`src/rtl/hit_timestamper.sv`:
```
// hit_timestamper: stamps rising hit levels with a free-running counter into a FWFT FIFO.
// Optional HIT_DROP_COUNT_EN adds an 8-bit saturating count of dropped events.
module hit_timestamper #(
  parameter int CNT_W = 16,
  parameter int DEPTH = 4
) (
  input  logic                     clk,
  input  logic                     clr_n,
  input  logic                     hit,
  input  logic                     en,
  output logic [CNT_W-1:0]         ts_data,
  output logic                     ts_valid,
  input  logic                     ts_ready,
  output logic [$clog2(DEPTH):0]   ts_level,
  output logic                     ovf,
  input  logic                     ovf_clr
`ifdef HIT_DROP_COUNT_EN
  ,
  output logic [7:0]               drop_cnt
`endif
);
  localparam int AW = $clog2(DEPTH);
  logic [CNT_W-1:0] cnt;
  logic [CNT_W-1:0] mem [DEPTH];
  logic [AW:0] wr_ptr, rd_ptr;
  logic hit_d, evt, pop, full, push, drop;
  assign ts_level = wr_ptr - rd_ptr;
  assign ts_valid = ts_level != '0;
  assign full     = ts_level == (AW+1)'(DEPTH);
  assign ts_data  = ts_valid ? mem[rd_ptr[AW-1:0]] : '0;
  assign evt      = hit & ~hit_d & en;
  assign pop      = ts_valid & ts_ready;
  assign push     = evt & (~full | pop);
  assign drop     = evt & full & ~pop;
  // hit_d resets high so a level already present at reset release is not an edge
  always_ff @(posedge clk or negedge clr_n) begin
    if (!clr_n) begin
      cnt    <= '0;
      hit_d  <= 1'b1;
      wr_ptr <= '0;
      rd_ptr <= '0;
      ovf    <= 1'b0;
    end else begin
      cnt    <= cnt + 1'b1;
      hit_d  <= hit;
      wr_ptr <= wr_ptr + (AW+1)'(push);
      rd_ptr <= rd_ptr + (AW+1)'(pop);
      ovf    <= drop | (ovf & ~ovf_clr);
    end
  end
  always_ff @(posedge clk) begin
    if (push) mem[wr_ptr[AW-1:0]] <= cnt;
  end
`ifdef HIT_DROP_COUNT_EN
  always_ff @(posedge clk or negedge clr_n) begin
    if (!clr_n) drop_cnt <= '0;
    else        drop_cnt <= ovf_clr ? {7'd0, drop} : drop_cnt + {7'd0, drop & ~&drop_cnt};
  end
`endif
endmodule

```
`config.mk`:
```
export PLATFORM = sky130hd
export DESIGN_NAME = hit_timestamper
export DESIGN_NICKNAME = d
export VERILOG_FILES = /design/src/rtl/hit_timestamper.sv
export SDC_FILE = /design/constraint.sdc
export NUM_CORES = 1
export LEC_CHECK = 0
export CAP_MARGIN = 10
export CORE_MARGIN = 2
export CORE_UTILIZATION = 52
export DETAILED_ROUTE_END_ITERATION = 10
export HOLD_SLACK_MARGIN = 0.03
export PLACE_DENSITY_LB_ADDON = 0.12
export SETUP_SLACK_MARGIN = 0.2
export SLEW_MARGIN = 20
export SYNTH_ARGS = -nofsm -noshare
export SYNTH_HDL_FRONTEND = slang
export SYNTH_SLANG_ARGS = --single-unit
```
`constraint.sdc`:
```
create_clock -name clk -period 3.25 [get_ports clk]
set_input_delay 0.325 -clock clk [delete_from_list [all_inputs] [get_ports clk]]
set_output_delay 0.325 -clock clk [all_outputs]
set_load 0.01 [all_outputs]
```
[After elaboration in Yosys (flattened, before gate mapping)]
Memory sizes are Yosys's and may differ from the RTL's.
Cells that the tools add are included.
Storage, ports and cells
  bits in registers: 24
  bits in latches: 0
  memory bits (writable): 64
  bits in read-only memories: 0
  output and inout port bits: 21
  word-level logic and storage cells: 28
  memories: 1
Memory list
  mem: words 4, bits a word 16, read ports 1, clocked after memory_dff 0, wr ports 1, line 24  | logic [CNT_W-1:0] mem [DEPTH];
Operators by class
  $add $sub $neg: 4
  multipliers: 0
  div/mod/pow operators: 0
  order comparisons: 0
  eq/ne operators: 1
  shifts and indexed selects: 0
  mux-type cells: 3
  bitwise gates (word level): 13
  reductions and logical operators: 1
Operators by type and width (count)
  $add 16x1->16 const B: 1
  $mux 16: 1
  $and 1x1->1: 7
  $add 3x1->3: 2
  $not 1->1: 4
  $eq 3x3->1 const B: 1
  $reduce_bool 3->1: 1
  $sub 3x3->3: 1
  $mux 1: 2
  $or 1x1->1: 2

[Depth between registers and ports, before layout]
Gate-level depths: netlist (run 1).
  word-level depth: 7
  mapped depth: 10

[Worst setup path after synthesis (run 1)]
Ideal clock, no wire load.
  path type: flip-flop to flip-flop
  from: reg wr_ptr[0]
  to: mem mem[2][0], enable pin
  library setup time: 0.409 ns
  data arrival time: 2.695 ns
  required time: 2.841 ns
  path slack: 0.145 ns
  cell stages (with the launch flop): 7
  buffers on the path: 0
  period minus slack after synthesis: 3.105 ns
  cell sequence: dfrtp_1 -> inv_1 -> ha_1 -> fa_1 -> xnor3_1 -> o21bai_1 -> nor3_1
Between the ends
  cells in the longest elaborated chain, start to end: 7
  elaborated cells on any way between the ends: 9
  those cells by class: add/sub (1); eq/ne (1); mux (2); bitwise (4); reduce/logical (1)
RTL lines
  from (decl): line 25  | logic [AW:0] wr_ptr, rd_ptr;
  from (signal assigned): line 46  | wr_ptr <= wr_ptr + (AW+1)'(push);
  $sub 3x3->3: line 27  | assign ts_level = wr_ptr - rd_ptr;
  $reduce_bool 3->1 or $eq 3x3->1 (tied branches): line 28, 29
  $and 1x1->1 or $not 1->1 (tied branches): line 32, 33
  $or 1x1->1: line 33  | assign push = evt & (~full | pop);
  $and 1x1->1: line 33
  $mux 1: line 52  | if (push) mem[wr_ptr[AW-1:0]] <= cnt;
  $mux 1 (implied by the code): line 52
  to (decl): line 24
Several ways; a longest one is shown, not always the timed one.

[Worst setup path in the final report (run 1)]
  from: reg wr_ptr[0]
  to: out ts_data[6]
Between the ends
  cells in the longest elaborated chain, start to end: 3
RTL lines
  $sub 3x3->3: line 27
  $reduce_bool 3->1: line 28  | assign ts_valid = ts_level != '0;
  $mux 16: line 30  | assign ts_data = ts_valid ? mem[rd_ptr[AW-1:0]] : '0;
  to (decl): line 11  | output logic [CNT_W-1:0] ts_data,
No other way between the ends.

==> results.py, run 1 <==
metrics = {
    "setup_path": {
        "timing.rr.start": "wr_ptr[0]",
        "worstSetupEndpointType": "output pin",
        "reg2reg_depth": 10,
        "crit_type": "flip-flop to output pin",
        "r2r_setup_slack_ns": 0.66,
        "crit_end": "ts_data[6]",
        "crit_path_start": "wr_ptr[0]",
        "required_ns": 2.92,
        "crit_arrival_ns": 2.68,
        "reg2reg_to": "rd_ptr[2]",
        "critPathLaunchType": "flip-flop",
        "path_max_fanout": 7,
    },
    "clock_tree": {
        "clk_pin_slew_ns": 0.08,
        "numCtsBuffers": 9,
        "clockBufferDepth": 2,
        "cts-root-buf": "clkbuf_8",
        "cts.sinks": 88,
        "cts_tree": "built",
        "insertion_delay_ns": 0.33,
        "htreeDepth": 3,
    },
    "layout": {
        "final_common_cell": "edfxtp_1",
        "fin_nets": 253,
        "final_cell_mix": "64 x edfxtp_1, 22 x dfrtp_1, 20 x clkdlybuf4s50_1, 16 x mux4_2, 12 x buf_4",
        "drive_above_1_share_pct": 25.7,
        "finish.utilization_pct": 63.3,
        "antennaDiodeCount": 0,
        "area_growth_syn_to_layout_pct": 18.5,
    },
    "logic_synthesis": {
        "synth_fp_nets": 207,
        "synth_cell_types": 31,
        "async_flop_share_pct": 27.3,
        "synth_warnings": 0,
        "synth_flop_cell": "edfxtp_1",
        "syn_area_um2": 3610,
        "syn_inst": 194,
        "avgSynthCellArea_um2": 18.6,
        "seq_area_frac_synth_pct": 70.0,
        "synth_seq_cells": 88,
        "synth_edf_count": 64,
    },
    "routing": {
        "route.antenna.remaining_nets": 0,
        "dr_total_vias": 1806,
        "vias_per_cell": 5.56,
        "routed_wl_um": 6400,
        "post_drt_wl_per_cell_um": 19.7,
        "drt_iter0_drc": 87,
        "dr.pass1.iters": 6,
        "drc": 0,
    },
    "placed_design": {
        "dp_hpwl_um": 4230,
        "portBuffers": 26,
        "gp_congestion": 0.906,
        "place_ws_ns": 0.256,
    },
    "sta": {
        "period_share_pct": 92.5,
        "clock_skew_ns": 0.00618,
        "slew_headroom_pct": 62.6,
        "report.final.slew_viol_count": 0,
        "fmax_mhz": 333,
        "hold_violations": 0,
        "worst_slack_ns": 0.244,
        "tns_ns": 0,
        "fin_crit_ns": 3.01,
        "tightest_slew_ns": 0.561,
        "grt_setup_unrepaired": "true",
        "hold_ws_ns": 0.440,
        "setup_viol": 0,
    },
    "grt": {
        "grt_use_met3_pct": 3.51,
        "grt_pass1_vias": 1952,
        "antenna_found_initial": 0,
        "grt_usage_pct": 18.7,
        "grt.busiest_layer": "met2",
        "overflow": 0,
        "gr-usage-met2_pct": 31.8,
        "grt_max_degree": 25,
        "grt_pass1_wl_um": 10200,
        "grt_util_met1_pct": 23.8,
    },
    "min_path": {
        "min_path_type": "input port to flip-flop",
    },
    "floorplanning": {
        "die_w_um": 87.3,
        "die_area_um2": 7620,
        "num_io_pins": 27,
        "rows": 30,
        "coreArea_um2": 6760,
        "die_h_um": 87.3,
        "start_util_pct": 53.4,
    },
    "pwr": {
        "cellLeakagePower_nw": 1.71,
        "powerDensity_nw_per_um2": 890,
        "vdd_drop_max_uv": 465,
    },
    "run_status": {
        "outcome": "complete, no violations",
    },
    "flow_run": {
        "cap_violations": 0,
    },
}
==> stage by stage <==
step / instance area (um2) / power, mW / instances
2_1_floorplan: 3610 / 2.36 / 194
3_3_place_gp: 4020 / 2.96 / 303
3_5_place_dp: 4020 / 3.00 / 303
4_1_cts: 4230 / 3.76 / 321
5_1_grt: 4280 / 4.02 / 325
6_report: 4280 / 3.81 / 325
==> repair_timing <==
item                                    in CTS  in global routing
endpoints found under the hold margin        0                 23
endpoints found under the setup margin      17                 14
gates cloned                                 0                  1
pin swaps                                    2                  0
hold buffers                                 0                  1
gates resized for setup                      1                  7
setup buffers                                2                  2
==> synthesized netlist by cell type (all sizes together) (2+ instances only) <==
master / n / share of area, %
edfxtp: 64 / 53
dfrtp: 23 / 16
mux4: 16 / 10
nor2b: 11 / 3.8
xor2: 10 / 2.4
inv: 9 / 0.94
and2b: 6 / 1.2
buf: 6 / 1.5
ha: 6 / 2.1
nand4: 6 / 1.0
xnor2: 6 / 1.5
nand2: 5 / 0.52
nor3: 5 / 0.69
nor4: 5 / 0.87
nand3: 4 / 0.55
and3: 2 / 0.49
nand3b: 2 / 0.42
==> kinds of logic after synthesis <==
group                    share of synthesized area, %
AO/OA/AOI/OAI                                   0.451
XOR/XNOR                                         4.51
adder cells (fa/ha/maj)                          2.64
buffers and inverters                            2.50
flip-flops                                       70.0
multiplexers                                     9.99
AND/OR/NAND/NOR                                  9.95
==> layer usage <==
metal	vias up	share of wire, %
met5	-	0
li1	834	-
met2	28	52
met3	8	2.4
met4	0	1.4
met1	936	44
==> where the power goes <==
| group | internal (mW) | switching (mW) | total (mW) |
|---|---|---|---|
| logic | 1.01 | 0.764 | 1.78 |
| clock network | 0.347 | 0.354 | 0.701 |
| registers | 1.28 | 0.0441 | 1.33 |
| total | 2.64 | 1.16 | 3.81 |
==> worst min path at each step <==
stage | start | endpoint | cells after the start
finish | hit | hit_d | 1
CTS | hit | hit_d | 1
floorplan | clr_n | cnt[0] | 0
global route | hit | hit_d | 1
detailed placement | wr_ptr[2] | wr_ptr[2] | 1
global placement | wr_ptr[2] | wr_ptr[2] | 1
==> critical path, cell delays in order (launching register included) <==
cell and delay (ns):
dfrtp_1 0.36, inv_1 0.09, ha_1 0.22, fa_1 0.37, xnor3_2 0.29, and3_4 0.21, buf_12 0.15, nor2b_4 0.11
clkdlybuf4s50_1 0.54
==> state kept, by name, indices dropped and copies added (netlist names) <==
name / flops
mem: 64
cnt: 16
rd_ptr: 3
wr_ptr: 3
hit_d: 1
ovf: 1
==> area by class of cell <==
| cell class | count | area (um2) |
|---|---|---|
| Timing Repair Buffer | 41 | 404 |
| Sequential cell | 88 | 2520 |
| Clock inverter | 7 | 62.6 |
| Tap cell | 80 | 100 |
| Clock buffer | 9 | 124 |
| Multi-Input combinational cell | 91 | 1030 |
| Inverter | 9 | 33.8 |
| Fill cell | 476 | 2480 |
No activity file was read; power rests on OpenSTA's default activity.
==> run 2: changes to the inputs <==
- GPL_ROUTABILITY_DRIVEN: default -> 1
- GPL_TIMING_DRIVEN: default -> 0
==> run 2 against run 1 <==
Net effect: utilization is 0.074 points higher; worst setup slack better by 0.095 ns; combinational power is 5% lower; design area up 0.12%; maximum frequency up 3.2%; critical path depth is 2 higher; critical path type unchanged.
==> results.py, run 2 (synthesis results as in run 1) <==
metrics = {
    "routing": {
        "drt_iter0_drc": 114,
        "route.antenna.remaining_nets": 0,
        "vias_per_cell": 5.54,
        "drc": 0,
        "dr.pass1.iters": 4,
        "routed_wl_um": 6180,
        "post_drt_wl_per_cell_um": 19.1,
        "dr_total_vias": 1795,
    },
    "grt": {
        "grt_pass1_wl_um": 10000,
        "grt_max_degree": 25,
        "antenna_found_initial": 0,
        "grt_usage_pct": 18.3,
        "grt_pass1_vias": 1944,
        "overflow": 0,
    },
    "pwr": {
        "comb_power_share_pct": 45.2,
        "powerDensity_nw_per_um2": 872,
        "cellLeakagePower_nw": 1.80,
        "p_total_mw": 3.73,
        "swShare_pct": 30.5,
        "p_int_mw": 2.59,
        "seqPwrFrac_pct": 35.6,
        "vdd_drop_max_uv": 457,
        "pwr-share-clk_pct": 19.1,
        "switchingPower_mw": 1.14,
    },
    "layout": {
        "largest_register_ffs": 64,
        "final_common_cell": "edfxtp_1",
        "antennaDiodeCount": 0,
        "drive_above_1_share_pct": 24.2,
        "fill_cells": 497,
        "area_growth_syn_to_layout_pct": 18.7,
        "finalInstanceArea_um2": 4280,
        "fin_nets": 252,
        "final_cell_mix": "64 x edfxtp_1, 23 x dfrtp_1, 16 x mux4_2, 13 x dlymetal6s2s_1, 12 x clkbuf_8",
    },
    "clock_tree": {
        "cts-root-buf": "clkbuf_8",
        "htreeDepth": 3,
        "cts_tree": "built",
        "insertion_delay_ns": 0.34,
        "cts.sinks": 88,
        "clk_pin_slew_ns": 0.08,
        "clockBufferDepth": 2,
        "numCtsBuffers": 9,
    },
    "placed_design": {
        "place_ws_ns": 0.184,
        "gp_congestion": 0.799,
        "dp_hpwl_um": 4260,
        "portBuffers": 26,
        "place_area_um2": 4020,
    },
    "sta": {
        "worst_slack_ns": 0.339,
        "slew_headroom_pct": 48.3,
        "period_share_pct": 89.6,
        "hold_ws_ns": 0.425,
        "tightest_slew_ns": 0.771,
        "hold_violations": 0,
        "grt_setup_unrepaired": "false",
        "clock_skew_ns": 0.0126,
        "fin_crit_ns": 2.91,
        "setup_viol": 0,
        "fmax_mhz": 344,
        "report.final.slew_viol_count": 0,
    },
    "run_status": {
        "outcome": "complete, no violations",
    },
    "setup_path": {
        "crit_chain": "inv_1 -> ha_1 -> fa_1 -> xnor3_1 -> and3_4 -> buf_6 -> buf_12 -> buf_12 -> nor2b_4 -> dlygate4sd2_1",
        "worst-path-buf-inv": 5,
        "path_max_fanout": 9,
        "reg2reg_depth": 8,
        "crit_type": "flip-flop to output pin",
        "worstSetupEndpointType": "output pin",
        "cp.depth": 10,
        "critPathMaxStageDelay_ns": 0.37,
        "crit_path_frequent_cell": "buf_12",
        "crit_family": "buffers and inverters",
        "slowest_stage": "fa_1",
        "required_ns": 2.92,
        "critPathLaunchType": "flip-flop",
        "crit_arrival_ns": 2.59,
    },
    "floorplanning": {
        "coreArea_um2": 6760,
        "num_io_pins": 27,
        "rows": 30,
        "die_h_um": 87.3,
        "die_area_um2": 7620,
        "start_util_pct": 53.4,
        "die_w_um": 87.3,
    },
    "min_path": {
        "min_path_type": "input port to flip-flop",
        "holdPathStages": 1,
    },
    "flow_run": {
        "cap_violations": 0,
    },
}
run 2: cell types whose count changed in the layout (fill, tap and decap cells not counted), sizes merged:
cell           previous run  this run
clkdlybuf4s50            20        10
dlymetal6s2s              4        13
clkbuf                    9        14
clkinv                    4         0
and3                      3         2
buf                      15        14
bufinv                    1         0
dlygate4sd2               1         2
inv                       9        10
run 2: power groups by stage:
stage                     registers, mW  clock network (mW)  logic, mW
final                              1.33               0.715       1.69
after global routing               1.34               0.783       1.82
after CTS                          1.33               0.727       1.70
after detailed placement           1.36                   0       1.67
after global placement             1.35                   0       1.61
after floorplan                    1.34                   0       1.02
run 2: path summary, 6_finish.rpt:
kind                            from         end  slack (ns)
setup / recovery           wr_ptr[0]  ts_data[6]        0.34
hold / removal                   hit       hit_d        0.43
setup reg to reg           wr_ptr[0]   mem[0][6]        0.37
hold reg to reg            wr_ptr[2]   wr_ptr[2]        0.49
max in group asynchronous      clr_n       hit_d        2.37
min in group asynchronous      clr_n      cnt[4]        0.50
run 2: cell type report:
cell class / instances / area [um2] / area share [%]
inverter: 9 / 33.8 / 0.789
buffer: 7 / 56.3 / 1.32
clock inverter: 3 / 23.8 / 0.555
clock buffer: 13 / 169 / 3.95
multi-input combinational: 90 / 1010 / 23.7
tap: 80 / 100 / 2.34
sequential: 88 / 2520 / 59.0
timing repair buffer: 34 / 360 / 8.42
run 2: through the flow:
stage / util [%] / TNS, ns / instances
finish: 63.4 / 0 / 324
global route: 63.4 / 0 / 324
CTS: 62.5 / 0 / 322
detailed placement: 59.5 / 0 / 304
global placement: 58.7 / -48.91 / 300
floorplan: - / 0 / 194
run 2: what timing repair did:
| action | in CTS | in global routing |
|---|---|---|
| endpoints found under the setup margin | 44 | 13 |
| resized for setup | 2 | 13 |
| buffers inserted | 2 | 1 |
| endpoints found under the hold margin | 0 | 23 |
| hold buffers | 0 | 1 |
| pin swaps | 1 | 0 |
run 2: per-layer routing:
metal / wire [um] / global-route usage (%) / vias up
met5: 0 / 0 / -
met4: 46 / 7.13 / 0
met3: 170 / 3.70 / 4
met2: 3260 / 30.6 / 29
met1: 2700 / 23.7 / 933
li1: - / - / 829
